===== src/rtl/spi_miso_tx.sv =====
// Slave-side SPI MISO serialiser with a one-entry holding register for gapless frames.
// Optional sticky underrun flag enabled by defining SPI_MISO_TX_UNDERRUN_EN.
module spi_miso_tx #(
  parameter int   DATA_W   = 8,
  parameter logic IDLE_BIT = 1'b1
) (
  input  logic              spi_clk,
  input  logic              spi_rst_n,
  input  logic              spi_cs,
  input  logic [DATA_W-1:0] tx_data,
  input  logic              tx_valid,
  output logic              tx_ready,
  output logic              spi_miso_out,
  output logic              spi_miso_oe,
  output logic              tx_done,
  output logic              tx_underrun
);

  localparam int CNT_W = (DATA_W > 1) ? $clog2(DATA_W) : 1;
  localparam logic [CNT_W-1:0] LAST_CNT = CNT_W'(DATA_W - 1);

  // tx_valid/tx_ready: a write is taken on a rising edge where both are high;
  // tx_ready is simply "holding register empty" and never depends on tx_valid.
  typedef enum logic {
    IDLE  = 1'b0,
    SHIFT = 1'b1
  } state_t;

  state_t            r_state;
  state_t            w_state_nxt;
  logic [DATA_W-1:0] r_hold;
  logic              r_hold_full;
  logic [DATA_W-1:0] r_shift;
  logic [DATA_W-1:0] w_shift_nxt;
  logic [CNT_W-1:0]  r_cnt;
  logic [CNT_W-1:0]  w_cnt_nxt;
  logic              r_miso;
  logic              w_miso_nxt;
  logic              r_done;
  logic              w_done_nxt;
  logic              w_frame_start;
  logic              w_take;
  logic              w_write;

  assign w_write = tx_valid && !r_hold_full;

  always_comb begin
    w_state_nxt   = r_state;
    w_shift_nxt   = r_shift;
    w_cnt_nxt     = r_cnt;
    w_miso_nxt    = IDLE_BIT;
    w_done_nxt    = 1'b0;
    w_frame_start = 1'b0;
    w_take        = 1'b0;
    if (spi_cs) begin
      w_state_nxt = IDLE;
      w_cnt_nxt   = '0;
    end else begin
      w_state_nxt = SHIFT;
      w_cnt_nxt   = (r_cnt == LAST_CNT) ? '0 : r_cnt + CNT_W'(1);
      w_done_nxt  = (r_cnt == LAST_CNT);
      if (r_cnt == '0) begin
        w_frame_start = 1'b1;
        // An empty holding register at frame start sends a whole frame of IDLE_BIT.
        if (r_hold_full) begin
          w_take      = 1'b1;
          w_miso_nxt  = r_hold[DATA_W-1];
          w_shift_nxt = {r_hold[DATA_W-2:0], IDLE_BIT};
        end else begin
          w_miso_nxt  = IDLE_BIT;
          w_shift_nxt = {DATA_W{IDLE_BIT}};
        end
      end else begin
        w_miso_nxt  = r_shift[DATA_W-1];
        w_shift_nxt = {r_shift[DATA_W-2:0], IDLE_BIT};
      end
    end
  end

  always_ff @(posedge spi_clk or negedge spi_rst_n) begin
    if (!spi_rst_n) begin
      r_state <= IDLE;
      r_shift <= {DATA_W{IDLE_BIT}};
      r_cnt   <= '0;
      r_miso  <= IDLE_BIT;
      r_done  <= 1'b0;
    end else begin
      r_state <= w_state_nxt;
      r_shift <= w_shift_nxt;
      r_cnt   <= w_cnt_nxt;
      r_miso  <= w_miso_nxt;
      r_done  <= w_done_nxt;
    end
  end

  // Take and write are exclusive: take needs a full register, write an empty one.
  always_ff @(posedge spi_clk or negedge spi_rst_n) begin
    if (!spi_rst_n) begin
      r_hold      <= '0;
      r_hold_full <= 1'b0;
    end else if (w_take) begin
      r_hold_full <= 1'b0;
    end else if (w_write) begin
      r_hold      <= tx_data;
      r_hold_full <= 1'b1;
    end
  end

`ifdef SPI_MISO_TX_UNDERRUN_EN
  logic r_underrun;

  always_ff @(posedge spi_clk or negedge spi_rst_n) begin
    if (!spi_rst_n) begin
      r_underrun <= 1'b0;
    end else if (w_frame_start && !r_hold_full) begin
      r_underrun <= 1'b1;
    end
  end

  assign tx_underrun = r_underrun;
`else
  assign tx_underrun = 1'b0;
`endif

  assign tx_ready     = !r_hold_full;
  assign spi_miso_out = r_miso;
  assign spi_miso_oe  = (r_state == SHIFT);
  assign tx_done      = r_done;

endmodule


===== config.mk =====
export PLATFORM = sky130hd
export DESIGN_NAME = spi_miso_tx
export DESIGN_NICKNAME = d
export VERILOG_FILES = /design/src/rtl/spi_miso_tx.sv
export SDC_FILE = /design/constraint.sdc
export NUM_CORES = 1
export LEC_CHECK = 0
export ABC_AREA = 1
export CORE_MARGIN = 2
export CORE_UTILIZATION = 40
export CTS_CLUSTER_SIZE = 28
export DETAILED_ROUTE_END_ITERATION = 10
export PLACE_DENSITY = 0.65
export SLEW_MARGIN = 30
export SYNTH_ARGS = -nofsm -noshare
export SYNTH_HDL_FRONTEND = slang
export SYNTH_SLANG_ARGS = --single-unit

===== constraint.sdc =====
create_clock -name spi_clk -period 1 [get_ports spi_clk]
set_input_delay 0.25 -clock spi_clk [delete_from_list [all_inputs] [get_ports spi_clk]]
set_output_delay 0.25 -clock spi_clk [all_outputs]
set_load 0.02 [all_outputs]

Word-level counts from Yosys, hierarchy flattened
Index checks and enable logic that the tools add are counted.

storage, ports and cells
  bits in registers = 23
  output and inout port bits = 5
  logic and storage cells = 29

cells by class
  $add $sub $neg = 1
  equality and inequality tests = 1
  muxes and demuxes = 14
  bitwise operators = 1
  reduce and logical (&&, ||, !) cells = 5

operators by type and width
  kind                                                           number
  8-bit two-way mux                                              2
  1-bit two-way mux                                              10
  3-bit two-way mux                                              2
  3-bit by 1-bit adder with 3-bit output, second input constant  1
  3-bit equality test, second input constant                     1
  3-bit logical NOT                                              1
  2-bit AND reduction                                            1
  2-bit nonzero test                                             1
  1-bit logical AND                                              1
  1-bit logical NOT                                              1
  1-bit NOT                                                      1

Longest topological paths before layout
Gate-level depths: netlist of the first run.

  depth after elaboration = 5
  gate-level depth with buffers = 8
  depth with buffers taken out = 8

Worst setup path before layout of the first run
No wires, ideal clock.

  path kind = reg2reg
  start point = reg r_cnt[0]
  end point = reg r_shift[6]
  data arrival time = 1.033 ns
  path slack = -0.094 ns
  stages on the path, launching flop included = 9
  path buffers = 0
  period minus slack after synthesis = 1.094 ns
  cells stage by stage = dfrtp_1 inv_1 ha_1 inv_1 nor2_2 nand2_1 nand2_1 nand2_1 nand2_1

on the way
  longest elaborated chain between the ends = 2

RTL lines
  element                 RTL line  RTL
  from (decl)             35        logic [CNT_W-1:0] r_cnt;
  from (signal assigned)  90        r_cnt <= w_cnt_nxt;
  3-bit logical NOT       62        if (r_cnt == '0) begin
  8-bit two-way mux       62
  to (signal assigned)    83        r_shift <= {DATA_W{IDLE_BIT}};
  to (signal assigned)    89        r_shift <= w_shift_nxt;
  to (decl)               33        logic [DATA_W-1:0] r_shift;

Every way passes these cells.
A chain may end at the register's enable or synchronous reset.

Worst setup path after layout of the first run
  start point = reg r_miso, in the netlist spi_miso_out
  end point = out spi_miso_out

RTL lines
  element                 RTL line  RTL
  from (decl)             37        logic r_miso;
  from (signal assigned)  91        r_miso <= w_miso_nxt;
  to (decl)               13        output logic spi_miso_out,

No word-level cell between the ends.

==> results of run 1 <==
kinds of logic (layout without fill, tap and decap cells):
group | count (synthesis) | after routing | synth area share [%]
and+or+nand+nor | 70 | 72 | 26.9
DFF | 22 | 22 | 53.4
buffers and inverters | 18 | 39 | 9.65
AOI/OAI and AO/OA | 8 | 8 | 6.08
adders and majority gates | 3 | 3 | 3.58
other | 1 | 1 | 0.357
synthesized netlist by cell type:
| cell type | number |
|---|---|
| buf_4 | 1 |
| buf_12 | 1 |
| ha_1 | 3 |
| dfstp_2 | 8 |
| o21ai_0 | 1 |
| buf_2 | 1 |
| buf_6 | 1 |
| nor2_2 | 3 |
| a21oi_2 | 6 |
| inv_1 | 12 |
| nand2_1 | 53 |
| clkinv_1 | 1 |
| nor2_1 | 9 |
| inv_6 | 1 |
| nand3_1 | 3 |
| nor3_1 | 1 |
| a31oi_1 | 1 |
| nand2_4 | 1 |
| conb_1 | 1 |
| dfrtp_1 | 14 |
layout by cell type (no fill, tap or decap), types with 3 or more instances in the layout:
cell and n:
nand3_1 3, buf_6 4, dfstp_2 8, nor2_2 3, clkdlybuf4s50_1 10, inv_1 7, inv_2 3, clkbuf_4 3
nand2_1 51, nor2_4 8, buf_4 5, a21oi_2 6, dfrtp_1 12
layer usage:
layer  vias to the layer above  wire length (um)
met4                         0                19
met3                         2                61
li1                        416                 -
met5                         -                 0
met1                       385               918
met2                        14              1030
worst max-delay path by stage:
stage | from | endpoint | slack, ns | depth (start not counted)
after floorplan | r_cnt[0] | r_shift[6] | -0.03 | 8
after global placement | spi_miso_out | spi_miso_out | -0.33 | 1
after detailed placement | spi_miso_out | spi_miso_out | -0.34 | 1
after CTS | spi_miso_out | spi_miso_out | -0.22 | 1
after global routing | spi_miso_out | spi_miso_out | -0.23 | 1
final | spi_miso_out | spi_miso_out | -0.20 | 1
layout make-up:
class | count | area (um2)
clock buffers | 3 | 22.5
fillers | 227 | 1030
inverters | 14 | 65.1
multi-input cells | 84 | 528
flip-flops and latches | 22 | 563
well taps | 30 | 37.5
repair buffers | 22 | 231
registers in the layout, indices dropped and copies added, names as in the netlist:
name,cells
spi_miso_out,1
spi_miso_oe,1
r_hold,8
r_cnt,3
tx_done,1
r_shift,7
r_hold_full,1
per-stage QoR:
stage	TNS, ns	utilization (%)	area, um2	hold slack (ns)	std cells
floorplan	-0.237	-	1060	-0.0456	122
global placement	-5.30	50.5	1250	0.446	168
detailed placement	-5.84	50.5	1250	0.452	168
CTS	-1.52	55.2	1370	0.277	173
global route	-2.22	58.4	1450	0.290	175
finish	-1.24	58.4	1450	0.283	175
report_power, final:
part	switching [mW]	leakage [nW]	internal [mW]
Sequential	0.113	0.247	1.16
Clock	0.250	0.0138	0.140
Combinational	0.491	0.417	0.395
Total	0.854	0.678	1.70
timing repair:
action,4_1_cts,5_1_grt
setup buffers,0,3
setup endpoints to repair,25,24
gates cloned,2,0
pin swaps,7,4
gates resized for setup,49,16
==> metrics.txt, run 1 <==
Pins Over Slew Limit=0; crit end category=primary output; Synth Register Bits=22; initial core utilization=42.4%; CP max-delay cell=dfstp_2; Crit Path Category=flip-flop to primary output; Num CTS Buffers=3; GRT Residual Overflow=0; syn nets=137; # hold bufs at CTS=0; Nets=approximately 160; WP buf/inv=1; Root Buffer=clkbuf_4; average size of a mapped cell=about 8.6 um2; placed wire-length estimate=between 1 and 1.5 mm; Clock Skew=roughly 0.0042 ns; Reg2Reg Setup Slack=-0.11 ns; worst setup margin=-0.195 ns; crit-path max cell delay=around 0.54 ns; # IOs=17; critical path, cell by cell=buf_6; Synth area leaders=dfrtp_1 33%, dfstp_2 20%, nand2_1 19%; Vias=817; dominant cell type by area after synthesis=dfrtp_1; initial DRC count=17; H-tree depth=1; synthesis-to-layout area growth=37.9%; vias in the first global route=between 700 and 800; final WL=roughly 2 mm; worst hold path class=primary input to async pin; Global Route met1 Usage=between 15 and 20%; FP Rows=18; R2R depth=8; largest net degree at the start of global routing=23; antenna cells=0; Pwr Total=2.55 mW; share of cells above drive strength 1=approximately 39%; Top Usage Layer GRT=met2; final setup vio count=15; Post-Syn Area=roughly 1000 um2; met2 Resource Use GR=between 20 and 25%; pwr/cell area=around 1800 nW/um2; Post-Syn Instances=122; r2r endpoint=r_shift[7]; Core Box Area=about 2500 um2; Seq/Total Area, Yosys=about 53%; failing checks=setup timing; top cell type's share of synthesized area=between 30% and 40%; Unique masters post-synth=20; unrepaired setup endpoints after global routing=true; Die Y-Extent=around 55 um; post-DR vias/cell=~4.7; Hold Vio Cnt, Final=0; DR DRC count=0; max-cap violations=0; CTS Sinks=22; Detail Route Antenna Nets=0; Worst Path Required=roughly 0.75 ns; reg-to-reg startpoint=r_cnt[0]; Clock transition at path regs=approximately 0.12 ns; Longest Clk Path Bufs=2; die area=around 3100 um2; gr usage total=between 10% and 20%; CP Max Fanout=1; DP Worst Slack=-0.336 ns; drt wl/cell=about 12 um; Synth Warn #=0; fin crit share=120%; routing usage on met3=3.04%; leak pwr=~0.68 nW; CTS tree=built; CP arrival=0.95 ns; crit path launch type=flip-flop; # port buffers=15; global-route wire length before repair=roughly 3.4 mm; peak supply drop=between 0.9 and 1 mV; delay-heaviest family, CP=flip-flops; initial antenna violation count=0; Period minus WS final=roughly 1.2 ns; Max Clk Rate=~0.84 GHz; clock network latency to the later pin of the worst-skew pair=0.30 ns; Chip Width=roughly 55 um; GPL Wtd Cong=0.706; status=finished with violations; DR pass1 iterations=5
Note: power is estimated with default switching activity, not from simulation.
==> run 2: changes to the inputs <==
--- a/config.mk
+++ b/config.mk
@@ -10,7 +10,6 @@
 export CORE_UTILIZATION = 40
 export CTS_CLUSTER_SIZE = 28
 export DETAILED_ROUTE_END_ITERATION = 10
-export PLACE_DENSITY = 0.65
 export SLEW_MARGIN = 30
 export SYNTH_ARGS = -nofsm -noshare
 export SYNTH_HDL_FRONTEND = slang
==> constraint.sdc (replaced) <==
create_clock -name spi_clk -period 1.1 [get_ports spi_clk]
set_input_delay 0.275 -clock spi_clk [delete_from_list [all_inputs] [get_ports spi_clk]]
set_output_delay 0.275 -clock spi_clk [all_outputs]
set_load 0.02 [all_outputs]
==> run 2 against run 1 <==
The run still ends with setup timing left. Combinational power decreased by 11%. Die area unchanged. Count of clock-buffer cells in the layout increased by 1. Register-to-register slack about the same. Clock skew increased by 0.0078 ns. Worst setup slack improved by 0.067 ns.
==> metrics.txt, run 2 (same netlist as run 1, synthesis figures left out) <==
Max Clk Rate=around 0.81 GHz; vias in the first global route=828; Combinational Power Share=33.8%; max-cap violations=0; unrepaired setup endpoints after global routing=true; drt wl/cell=between 10 and 15 um; fin crit share=112%; pwr/cell area=roughly 1600 nW/um2; CP Max Fanout=1; CP max-delay cell=dfstp_2; Setup TNS=-0.836 ns; peak supply drop=0.848 mV; Clock transition at path regs=between 0.1 and 0.15 ns; die area=approximately 3100 um2; CTS Sinks=22; Net Switching=0.776 mW; routing usage on met3=roughly 3%; Root Buffer=clkbuf_4; Period minus WS final=between 1 and 1.5 ns; synthesis-to-layout area growth=34.1%; Placed Instance Area=about 1300 um2; cell area after layout=roughly 1400 um2; worst setup margin=-0.129 ns; Die Y-Extent=55.2 um; met2 Resource Use GR=roughly a quarter; most flop-heavy register=r_hold; initial core utilization=roughly 42%; Crit Path Category=flip-flop to primary output; global-route wire length before repair=3.55 mm; crit-path max cell delay=roughly 0.54 ns; # port buffers=15; Worst Path Required=0.82 ns; Vias=807; Longest Clk Path Bufs=2; initial antenna violation count=0; crit path launch type=flip-flop; delay-heaviest family, CP=flip-flops; post-DR vias/cell=approximately 4.6; Top Usage Layer GRT=met2; DP Worst Slack=-0.260 ns; Critical Path Source=spi_miso_out; Core Box Area=2480 um2; Hold Vio Cnt, Final=0; Global Route met1 Usage=between 10% and 20%; CTS tree=built; leak pwr=between 0.6 and 0.7 nW; max FFs per register=8; # IOs=17; final setup vio count=14; clock share of power=around 17%; status=finished with violations; DR DRC count=0; Chip Width=around 55 um; GRT Residual Overflow=0; DR pass1 iterations=4; largest net degree at the start of global routing=23; biggest regs=r_hold (8), r_shift (7), r_cnt (3); Clock Skew=0.0120 ns; placed wire-length estimate=1.40 mm; gr usage total=approximately 15%; worst hold path class=primary input to async pin; WP buf/inv=1; Detail Route Antenna Nets=0; critical path, cell by cell=buf_6; reg-to-reg startpoint=r_cnt[1]; placed instance count=170; Pins Over Slew Limit=0; Reg power frac=between 40 and 50%; GPL Wtd Cong=0.703; FP Rows=18; # fillers=between 200 and 250; Post-Layout Cell Count=176; final WL=2.07 mm; CP arrival=around 0.95 ns; share of cells above drive strength 1=a little over a third; H-tree depth=1; initial DRC count=13; failing checks=setup timing; most common cell after layout, fill and taps aside=nand2_1; Pwr Total=between 2 and 2.5 mW; Num CTS Buffers=3; Sw Share=between 30% and 40%; hold slack=between 0.2 and 0.3 ns; crit end category=primary output; most frequent cells in the layout=50 x nand2_1, 14 x dfrtp_1, 11 x clkdlybuf4s50_1; antenna cells=0; Int Pwr=1.55 mW; Nets=roughly 160; clock network latency to the later pin of the worst-skew pair=0.32 ns; post-layout util=between 50% and 60%
run 2: cell types whose count changed in the layout (fill, tap and decap cells not counted), moves of 2 or more:
| cell | previous run | this run |
|---|---|---|
| nor2_1 | 2 | 7 |
| nor2_4 | 8 | 1 |
| buf_6 | 4 | 8 |
| inv_2 | 3 | 5 |
| dfrtp_2 | 2 | 0 |
| dfrtp_1 | 12 | 14 |
| inv_4 | 2 | 0 |
run 2: what timing repair did:
action | in CTS | in global routing
pin swaps | 5 | 7
endpoints found under the hold margin | 0 | 0
hold buffers | 0 | 0
setup buffers | 1 | 0
setup endpoints to repair | 17 | 19
cloned | 1 | 0
gates resized for setup | 39 | 11
run 2: layout make-up:
cell class / count / area [um2] / share of cell area, %
inverter: 14 / 57.6 / 4.09
clock buffer: 4 / 26.3 / 1.87
sequential: 22 / 561 / 39.8
tap: 30 / 37.5 / 2.67
timing repair buffer: 24 / 250 / 17.8
multi-input combinational: 82 / 475 / 33.8
run 2: power groups by stage:
stage	Combinational [mW]	Sequential [mW]	Clock, mW
2_1_floorplan	0.475	1.14	0
3_3_place_gp	0.654	1.15	0
3_5_place_dp	0.670	1.16	0
4_1_cts	0.740	1.15	0.400
5_1_grt	0.887	1.18	0.436
6_report	0.784	1.15	0.385
run 2: path summary, 6_finish.rpt:
check / end / slack (ns) / depth (start not counted)
min: r_hold[5] / 0.29 / 2
max in group asynchronous: r_shift[2] / 0.57 / 2
min reg2reg: r_shift[4] / 0.46 / 2
max: spi_miso_out / -0.13 / 1
min in group spi_clk: r_shift[4] / 0.46 / 2
max reg2reg: r_shift[2] / -0.11 / 9
run 2: metal layers:
layer / vias up / share of wire [%]
met3: 6 / 4.0
met5: - / 0
met1: 369 / 45
met2: 20 / 49
met4: 0 / 1.9
li1: 412 / -
